## config.mk

```make
export PLATFORM = sky130hd
export DESIGN_NAME = product_accumulator
export DESIGN_NICKNAME = d
export VERILOG_FILES = /design/src/rtl/product_accumulator.sv
export SDC_FILE = /design/constraint.sdc
export NUM_CORES = 1
export LEC_CHECK = 0
export BUFFER_PORTS_ARGS = -buffer_cell sky130_fd_sc_hd__buf_2
export CELL_PAD_IN_SITES_DETAIL_PLACEMENT = 1
export CELL_PAD_IN_SITES_GLOBAL_PLACEMENT = 2
export CORE_MARGIN = 4
export CORE_UTILIZATION = 33
export DETAILED_ROUTE_END_ITERATION = 8
export GPL_ROUTABILITY_DRIVEN = 0
export GPL_TIMING_DRIVEN = 0
export PLACE_DENSITY = 0.88
export SYNTH_ARGS = -nofsm -noshare
export SYNTH_HDL_FRONTEND = slang
export SYNTH_SLANG_ARGS = --single-unit
```

## constraint.sdc

```tcl
create_clock -name clk -period 3 [get_ports clk]
set_clock_uncertainty 0.05 [all_clocks]
set_input_delay 0.6 -clock clk [delete_from_list [all_inputs] [get_ports clk]]
set_output_delay 0.6 -clock clk [all_outputs]
set_load 0.01 [all_outputs]
```

## src/rtl/product_accumulator.sv

```systemverilog
// Sums a run of LEN unsigned products from the approximate multiplier into a
// saturating accumulator. The result is held on a valid/ready port with a sticky overflow flag.
module product_accumulator #(
  parameter int unsigned PROD_WIDTH = 24,
  parameter int unsigned ACC_WIDTH  = 32,
  parameter int unsigned CNT_WIDTH  = 8
) (
  input  logic                  clk,
  input  logic                  rst,
  input  logic [CNT_WIDTH-1:0]  len_i,
  input  logic                  in_valid,
  output logic                  in_ready,
  input  logic [PROD_WIDTH-1:0] prod_i,
  output logic                  out_valid,
  input  logic                  out_ready,
  output logic [ACC_WIDTH-1:0]  acc_o,
  output logic                  ovf_o
);

  localparam int unsigned SUM_WIDTH = ACC_WIDTH + 1;

  typedef enum logic [1:0] {
    IDLE  = 2'd0,
    ACCUM = 2'd1,
    HOLD  = 2'd2
  } state_t;

  state_t                 state;
  state_t                 stateNext;
  logic [ACC_WIDTH-1:0]   acc;
  logic [ACC_WIDTH-1:0]   accNext;
  logic                   ovf;
  logic                   ovfNext;
  logic [CNT_WIDTH-1:0]   cnt;
  logic [CNT_WIDTH-1:0]   cntNext;
  logic [CNT_WIDTH-1:0]   lenQ;
  logic [CNT_WIDTH-1:0]   lenNext;
  logic                   readyNext;
  logic                   validNext;

  logic                   transferIn;
  logic                   transferOut;
  logic [SUM_WIDTH-1:0]   sumWide;
  logic [CNT_WIDTH-1:0]   cntInc;
  logic [CNT_WIDTH-1:0]   lenFirst;

  assign transferIn  = in_valid & in_ready;
  assign transferOut = out_valid & out_ready;
  // One extra bit catches the carry that signals saturation.
  assign sumWide     = SUM_WIDTH'(acc) + SUM_WIDTH'(prod_i);
  assign cntInc      = cnt + CNT_WIDTH'(1);
  assign lenFirst    = (len_i == '0) ? CNT_WIDTH'(1) : len_i;

  // State register
  always_ff @(posedge clk) begin
    if (rst) begin
      state <= IDLE;
    end else begin
      state <= stateNext;
    end
  end

  // Next-state logic
  always_comb begin
    stateNext = state;
    case (state)
      IDLE: begin
        if (transferIn) begin
          stateNext = (lenFirst == CNT_WIDTH'(1)) ? HOLD : ACCUM;
        end
      end
      ACCUM: begin
        if (transferIn && (cntInc == lenQ)) begin
          stateNext = HOLD;
        end
      end
      HOLD: begin
        if (transferOut) begin
          stateNext = IDLE;
        end
      end
      default: stateNext = IDLE;
    endcase
  end

  // Accumulator datapath next values
  always_comb begin
    accNext = acc;
    ovfNext = ovf;
    cntNext = cnt;
    lenNext = lenQ;
    case (state)
      IDLE: begin
        if (transferIn) begin
          accNext = ACC_WIDTH'(prod_i);
          ovfNext = 1'b0;
          cntNext = CNT_WIDTH'(1);
          lenNext = lenFirst;
        end
      end
      ACCUM: begin
        if (transferIn) begin
          if (sumWide[ACC_WIDTH]) begin
            accNext = '1;
            ovfNext = 1'b1;
          end else begin
            accNext = sumWide[ACC_WIDTH-1:0];
          end
          cntNext = cntInc;
        end
      end
      default: begin
      end
    endcase
  end

  always_ff @(posedge clk) begin
    if (rst) begin
      acc  <= '0;
      ovf  <= 1'b0;
      cnt  <= '0;
      lenQ <= '0;
    end else begin
      acc  <= accNext;
      ovf  <= ovfNext;
      cnt  <= cntNext;
      lenQ <= lenNext;
    end
  end

  // Handshake outputs follow the upcoming state so they come straight from flops.
  always_comb begin
    readyNext = (stateNext != HOLD);
    validNext = (stateNext == HOLD);
  end

  always_ff @(posedge clk) begin
    if (rst) begin
      in_ready  <= 1'b0;
      out_valid <= 1'b0;
    end else begin
      in_ready  <= readyNext;
      out_valid <= validNext;
    end
  end

  assign acc_o = acc;
  assign ovf_o = ovf;

endmodule

```

## After elaboration in Yosys (flattened, before gate mapping)

Index checks and enable logic that the tools add are counted.

- Latch bits: 0
- Word-level logic and storage cells: 44
- Output and inout bits: 35
- Memories: 0
- Flip-flop bits (word level): 53
- RAM bits: 0
- Bits in read-only memories: 0

- Magnitude comparators: 0
- $mul: 0
- Shift operators: 0
- Bitwise logic cells: 2
- Equal/unequal tests: 9
- Divide/modulo/power cells: 0
- Multiplexer cells: 17
- Add/subtract/negate cells: 2
- Reductions and logical operators: 7

Operators by type and width:

| cell | number |
|---|---|
| 2-to-1 mux 32 bit | 3 |
| case mux 32 bit (2 select lines) | 1 |
| adder 32 x 24 -> 33 bit | 1 |
| 2-to-1 mux 8 bit | 3 |
| case mux 8 bit (2 select lines) | 1 |
| adder 8 x 1 -> 8 bit, second input constant | 1 |
| equality test 8 x 1 -> 1 bit, second input constant | 1 |
| equality test 8 bit | 1 |
| zero test 8 bit | 1 |
| 2-to-1 mux 2 bit | 4 |
| inequality test 2 bit, second input constant | 4 |
| case mux 2 bit (3 select lines) | 1 |
| equality test 2 bit, second input constant | 2 |
| AND reduction 4 bit | 1 |
| 2-to-1 mux 1 bit | 3 |
| AND reduction 3 bit | 1 |
| AND 1 bit | 2 |
| equality test 2 x 1 -> 1 bit, second input constant | 1 |
| zero test 2 bit | 1 |
| case mux 1 bit (2 select lines) | 1 |
| AND reduction 2 bit | 1 |
| nonzero test 2 bit | 1 |
| logical AND 1 bit | 1 |

## Logic depth before layout (Yosys ltp)

Gate-level depths: netlist of run 1.

- Word-level depth: 7
- Depth in mapped cells: 12

## Least setup slack after synthesis of run 1

Ideal clock, no wire load.

- Path type: input to register
- Start: input prod_i[0]
- End: register acc[12] (netlist: acc_o[12])
- Arrival: 2.696 ns
- Setup time: 0.070 ns
- Required time: 2.880 ns
- Slack: 0.183 ns
- Stages: 12
- Cells stage by stage: ha_1 -> inv_1 -> fa_1 -> or2b_2 -> a21oi_1 -> o21a_2 -> a211o_4 -> a21oi_4 -> o21ai_4 -> buf_6 -> o221ai_2 -> a21oi_1

- Longest elaborated chain between the ends: 4

RTL lines:

| element | line | text |
|---|---|---|
| start: declaration | 13 | `input logic [PROD_WIDTH-1:0] prod_i,` |
| adder 32 x 24 -> 33 bit | 50 | `assign sumWide = SUM_WIDTH'(acc) + SUM_WIDTH'(prod_i);` |
| 2-to-1 mux 32 bit | 103 | `if (sumWide[ACC_WIDTH]) begin` |
| 2-to-1 mux 32 bit | 102 | `if (transferIn) begin` |
| case mux 32 bit (2 select lines) | 92 | `case (state)` |
| end signal: assignment | 124 | `acc <= accNext;` |
| end: declaration | 30 | `logic [ACC_WIDTH-1:0] acc;` |

Every way passes these cells. The select of a mux whose other input is x is not followed.
A chain may end at the register's enable or synchronous reset.

## Worst setup path after layout of run 1

- Start: input prod_i[0]
- End: register acc[4] (netlist: acc_o[4])

The elaborated chain is that of the path after synthesis.

==> results of run 1 <==
[how the worst min path moves through the flow]
stage / slack (ps) / depth (start not counted) / end / startpoint
finish: 430 / 2 / lenQ[5] / lenQ[5]
global route: 450 / 2 / acc_o[14] / acc_o[14]
CTS: 430 / 2 / lenQ[4] / lenQ[4]
detailed placement: 420 / 2 / lenQ[4] / lenQ[4]
global placement: 410 / 2 / cnt[1] / cnt[1]
floorplan: 400 / 2 / lenQ[2] / lenQ[2]
[area by class of cell]
class / instances / area, um2 / share of cell area
Inverter: 9 / 33.8 / 0.00753
Clock inverter: 3 / 68.8 / 0.0153
Multi-Input combinational cell: 376 / 2560 / 0.570
Sequential cell: 53 / 1060 / 0.236
Tap cell: 140 / 175 / 0.0390
Buffer: 23 / 110 / 0.0245
Clock buffer: 5 / 125 / 0.0279
Timing Repair Buffer: 70 / 357 / 0.0795
[routing by layer]
layer,up-vias,routed length (um),global-route usage
li1,1857,-,-
met3,12,320,0.0270
met5,-,0,0
met2,55,5970,0.333
met4,0,218,0.0602
met1,1830,5590,0.238
[power by group]
part | switching [mW] | leakage [nW] | internal, mW
combinational | 0.285 | 1.35 | 0.185
clock | 0.291 | 0.0944 | 0.482
sequential | 0.0238 | 0.432 | 0.732
total | 0.600 | 1.87 | 1.40
[state kept, by name, summed over array words and instances, names as in the netlist]
signal     count
acc_o         32
cnt            8
in_ready       1
lenQ           8
out_valid      1
ovf_o          1
state          2
[per-stage QoR]
step            util  area [um2]  hold slack (ps)
2_1_floorplan      -        3740              395
3_3_place_gp   0.388        4270              407
3_5_place_dp   0.388        4270              418
4_1_cts        0.407        4470              430
5_1_grt        0.409        4490              451
6_report       0.409        4490              425
[layout by cell type (no fill, tap or decap), types with 4 or more instances in the layout]
master | netlist | layout
buf_2 | 4 | 73
nand2_1 | 59 | 59
a21oi_1 | 59 | 58
dfxtp_1 | 53 | 53
nor2_1 | 30 | 30
o21ai_0 | 26 | 25
ha_1 | 25 | 24
clkbuf_1 | 16 | 16
xnor2_1 | 16 | 16
xor2_1 | 16 | 16
a21o_1 | 13 | 13
o221ai_2 | 10 | 10
inv_1 | 9 | 9
nor3_1 | 8 | 8
a31oi_1 | 8 | 8
nand4_1 | 7 | 7
nand3_1 | 7 | 7
a211oi_1 | 7 | 7
o221ai_1 | 7 | 7
nor2b_1 | 6 | 6
o21a_1 | 6 | 6
a221oi_1 | 5 | 5
clkbuf_16 | 0 | 5
nand2b_1 | 4 | 4
and3_1 | 4 | 4
o211ai_1 | 4 | 4
a21boi_0 | 4 | 4
[worst max-delay path, delay by kind of cell]
family                     cells  cell delay, ps
AOI/OAI and AO/OA              7            1140
adders and majority gates      2             600
and+or+nand+nor                1             350
buffers and inverters          3             320
[logic make-up (layout without fill, tap and decap cells)]
logic type / after synthesis / count (layout)
adders and majority gates: 26 / 26
DFF: 53 / 53
xor gates and xnor gates: 32 / 32
buffers and inverters: 32 / 110
and+or+nand+nor: 145 / 145
AOI/OAI and AO/OA: 173 / 173
[Yosys cell counts (all sizes together) (8+ instances only)]
master  count  area, um2
o21ai      28        155
nor2       32        125
xnor2      16        140
a211oi      8       65.1
a31oi       9       62.6
inv         9       33.8
nor3        8       40.0
xor2       16        140
a21oi      61        320
a21o       13       97.6
nand2      59        221
o221ai     17        211
ha         25        313
clkbuf     16       60.1
dfxtp      53       1060
[timing repair]
item,4_1_cts,5_1_grt
setup buffers,1,0
setup endpoints to repair,10,21
gates resized for setup,1,5
pin swaps,1,2
==> reports/metrics.csv, run 1 <==
stage,metric,value,unit
status,outcome,finished clean,
die,io_pins,71,
logic_synthesis,yosys.area_share.simple,0.181,
timing,relSlewSlack,0.477,
min_path,hold_path_class,flop to flop,
worst_setup_path,r2r_slack,150,ps
job,cap_violations,0,
logic_synthesis,synthXorXnorAreaFrac,0.0748,
routing,firstDrtPassIters,4,
clock_network,cts.clk_slew.worst_paths,80,ps
routing,drt_wl_total,12100,um
routing,dr_total_vias,3754,
pwr,power_density,445,mW/mm2
worst_setup_path,slowest_delay,400,ps
worst_setup_path,worst-endpoint-arrival,3020,ps
logic_synthesis,synth_edf_count,0,
worst_setup_path,crit_fanout,8,
routing,viasPerCell,5.53,
clock_network,max-clock-path-buffers,2,
global_routing,grt_usage,0.190,
pwr,peakVddDrop,0.194,mV
final_layout,diodes,0,
logic_synthesis,ys_types,61,
clock_network,clock_latency,310,ps
clock_network,hold_buffers,0,
logic_synthesis,muxShareOfSynthArea,0,
global_routing,gr-total-overflow,0,
final_layout,drive_above_1_share,0.213,
global_routing,grt_pass1_vias,3985,
worst_setup_path,cp_slowest_cell,fa_1,
logic_synthesis,ys_ff_latch,53,
place,dpl.hpwl,9290,um
worst_setup_path,crit_path_end,acc_o[4],
die,start_util,0.341,
clock_network,clock-sinks,53,
clock_network,cts_buffers,5,
place,pre_cts_ws,-390,ps
die,placementRows,38,
place,place_inst,670,
logic_synthesis,synthArstFlopShare,0,
timing,fin_ws,148,ps
routing,drc,0,
logic_synthesis,synth_top_family_by_area,compound AO/OA/AOI/OAI gates,
final_layout,final_nets,600,
worst_setup_path,cp_common_cell,a21oi_4,
logic_synthesis,synth_fp_nets,523,
clock_network,cts_root_buf,clkbuf_16,
logic_synthesis,synth_warnings,0,
final_layout,syn_to_final_growth,19.8,%
worst_setup_path,r2r_start,acc_o[0],
worst_setup_path,required,3170,ps
logic_synthesis,yosysSeqAreaShare,0.283,
timing,fin_tns_setup,0,ps
routing,ant_nets,0,
logic_synthesis,synth-compound-area-share,0.335,
timing,worst_slew_pin_slew,778,ps
worst_setup_path,startpoint_type,input pin,
die,die_width,115,um
place,io_buffers,69,
worst_setup_path,worst_setup_path_end_kind,flop,
clock_network,cts_tree,built,
worst_setup_path,r2r_cells,12,
timing,period_minus_slack,2850,ps
worst_setup_path,r2r-end,acc_o[4],
timing,fmax,0.351,GHz
global_routing,grt_pass1_wl,19900,um
logic_synthesis,synthCells,461,
logic_synthesis,synth_flop_cell,dfxtp_1,
worst_setup_path,cp_cell_sequence,buf_2 > ha_2 > inv_1 > fa_1 > or2b_2 > a21oi_4 > o21a_2 > a211o_4 > a21oi_4 > o21ai_4 > buf_6 > o221ai_1 > a21oi_1,
timing,post-route-period-util,0.951,
final_layout,nFillCells,1352,
pwr,power.leakage,1.87,nW
worst_setup_path,worstSetupPathType,input pin to flop,
timing,drv_slew,0,
timing,hold_viol,0,
routing,drtIter0Drc,128,
worst_setup_path,worstSetupStartpoint,prod_i[0],
final_layout,stdcell_count,679,
pwr,total_power,2.00,mW
routing,avgRoutedWirePerCell,17.8,um
die,dieArea,0.0131,mm2
die,core_area,0.0110,mm2
logic_synthesis,synth_fa_ha_area_frac,0.0889,
logic_synthesis,synth_area,0.00374,mm2
global_routing,grt_max_degree,18,
timing,setup_violations,0,
clock_network,h-tree-depth,2,
die,fp.dieH,115,um
logic_synthesis,avgSynthCellArea,8.12,um2
global_routing,antenna_found_initial,0,
No activity file was read; power rests on OpenSTA's default activity.
==> run 2: changes to the inputs <==
- CORE_MARGIN: 4 -> default
==> run 2 against run 1 <==
Critical path depth stayed put. Core utilization fell by 0.29 points. Maximum frequency is 0.49% higher. Design area decreased by 1.1%. First-iteration DRC count shrank 12%. Combinational power about the same. Power shrank 8.1%. Register-to-register slack barely moved. Clock power down 21%. Critical path type unchanged. Critical endpoint is now acc_o[11].
==> reports/metrics.csv, run 2 (synthesis gave the netlist of run 1 again) <==
stage,metric,value,unit
pwr,peakVddDrop,0.319,mV
worst_setup_path,worstSetupPathType,input pin to flop,
routing,drt_wl_total,11900,um
final_layout,utilization,0.406,
routing,drc,0,
worst_setup_path,startpoint_type,input pin,
worst_setup_path,cp_cell_sequence,buf_2 > ha_2 > inv_1 > fa_1 > or2b_2 > a21oi_4 > o21a_2 > a211o_4 > a21oi_4 > o21ai_4 > buf_6 > o221ai_2 > a21oi_1,
worst_setup_path,cp_slowest_cell,fa_1,
place,place_inst,670,
routing,firstDrtPassIters,4,
final_layout,drive_above_1_share,0.213,
final_layout,final_nets,600,
die,placementRows,38,
clock_network,cts_root_buf,clkbuf_16,
timing,timing.hold.ws,426,ps
final_layout,layout_common_cells,"buf_2 (73), nand2_1 (59), a21oi_1 (58)",
final_layout,stdcell_count,679,
worst_setup_path,worstSetupStartpoint,prod_i[0],
final_layout,final_common_cell,buf_2,
final_layout,syn_to_final_growth,18.5,%
worst_setup_path,crit_path_end,acc_o[11],
timing,drv_slew,0,
routing,drtIter0Drc,113,
global_routing,grt_pass1_vias,3921,
timing,post-route-period-util,0.946,
routing,avgRoutedWirePerCell,17.5,um
worst_setup_path,r2r-end,acc_o[11],
min_path,hold_path_class,flop to flop,
worst_setup_path,r2r_start,acc_o[0],
place,io_buffers,69,
clock_network,cts_buffers,5,
timing,relSlewSlack,0.558,
routing,dr_total_vias,3787,
die,fp.dieH,109,um
die,start_util,0.342,
die,io_pins,71,
worst_setup_path,r2r_cells,12,
clock_network,clock_latency,310,ps
job,cap_violations,0,
place,pre_cts_ws,-397,ps
worst_setup_path,cp_common_cell,a21oi_4,
worst_setup_path,worst_setup_path_end_kind,flop,
worst_setup_path,r2r_slack,160,ps
clock_network,cts_tree,built,
timing,fin_ws,162,ps
global_routing,antenna_found_initial,0,
worst_setup_path,required,3180,ps
timing,period_minus_slack,2840,ps
pwr,total_power,1.84,mW
global_routing,grt_max_degree,18,
final_layout,stdcell_area,0.00444,mm2
global_routing,grt_usage,0.216,
global_routing,gr-total-overflow,0,
place,place_area,0.00427,mm2
worst_setup_path,worst-endpoint-arrival,3020,ps
timing,fmax,0.352,GHz
final_layout,diodes,0,
clock_network,cts.clk_slew.worst_paths,70,ps
place,dpl.hpwl,9190,um
routing,viasPerCell,5.58,
clock_network,h-tree-depth,2,
die,die_width,109,um
global_routing,grt_pass1_wl,19600,um
clock_network,clock-sinks,53,
final_layout,largest_register_ffs,32,
die,core_area,0.0109,mm2
routing,ant_nets,0,
worst_setup_path,crit_fanout,10,
pwr,power.leakage,1.85,nW
timing,setup_violations,0,
timing,fin_tns_setup,0,ps
timing,worst_slew_pin_slew,661,ps
status,outcome,finished clean,
timing,hold_viol,0,
die,dieArea,0.0118,mm2
pwr,power_density,414,mW/mm2
clock_network,max-clock-path-buffers,2,
worst_setup_path,slowest_delay,400,ps
## run 2: changes by cell type in the layout (fill, tap and decap cells not counted)
cell / change
o21ai_0: +1
buf_8: -1
clkinvlp_4: +1
o21ai_1: -1
buf_6: +1
bufinv_16: -2
clkinv_2: +1
## run 2: report_power, final
part | total, mW | switching [mW] | internal (mW)
logic | 0.468 | 0.284 | 0.184
registers | 0.756 | 0.0241 | 0.731
clock network | 0.613 | 0.301 | 0.312
## run 2: worst max-delay path, delay by kind of cell
family / cells / cell delay (ps)
AOI/OAI and AO/OA: 7 / 1110
adders and majority gates: 2 / 590
buffers and inverters: 3 / 360
and+or+nand+nor: 1 / 350
## run 2: what timing repair did
item,in CTS,in global routing
gates resized for setup,0,4
setup endpoints to repair,10,25
pin swaps,1,1
buffers inserted,1,0
gates cloned,0,0
hold buffers,0,0
## run 2: final cells by class
type / instances / area (um2)
fill: 1356 / 6500
multi-input combinational: 376 / 2560
sequential: 53 / 1060
timing repair buffer: 70 / 357
tap: 140 / 175
clock buffer: 5 / 125
buffer: 23 / 106
inverter: 9 / 33.8
clock inverter: 3 / 21.3
## run 2: per-layer routing
| layer | share of wire | vias up | GRT usage |
|---|---|---|---|
| met4 | 0.012 | 0 | 0.0656 |
| met1 | 0.46 | 1862 | 0.265 |
| met2 | 0.50 | 57 | 0.381 |
| met5 | 0 | - | 0 |
| met3 | 0.030 | 10 | 0.0380 |
| li1 | - | 1858 | - |
## run 2: worst min-delay path by stage
| stage | start | to | slack, ps | depth (start not counted) |
|---|---|---|---|---|
| after floorplan | lenQ[2] | lenQ[2] | 400 | 2 |
| after global placement | cnt[1] | cnt[1] | 410 | 2 |
| after detailed placement | lenQ[5] | lenQ[5] | 420 | 2 |
| after CTS | acc_o[3] | acc_o[3] | 430 | 2 |
| after global routing | acc_o[12] | acc_o[12] | 450 | 2 |
| final | acc_o[3] | acc_o[3] | 430 | 2 |
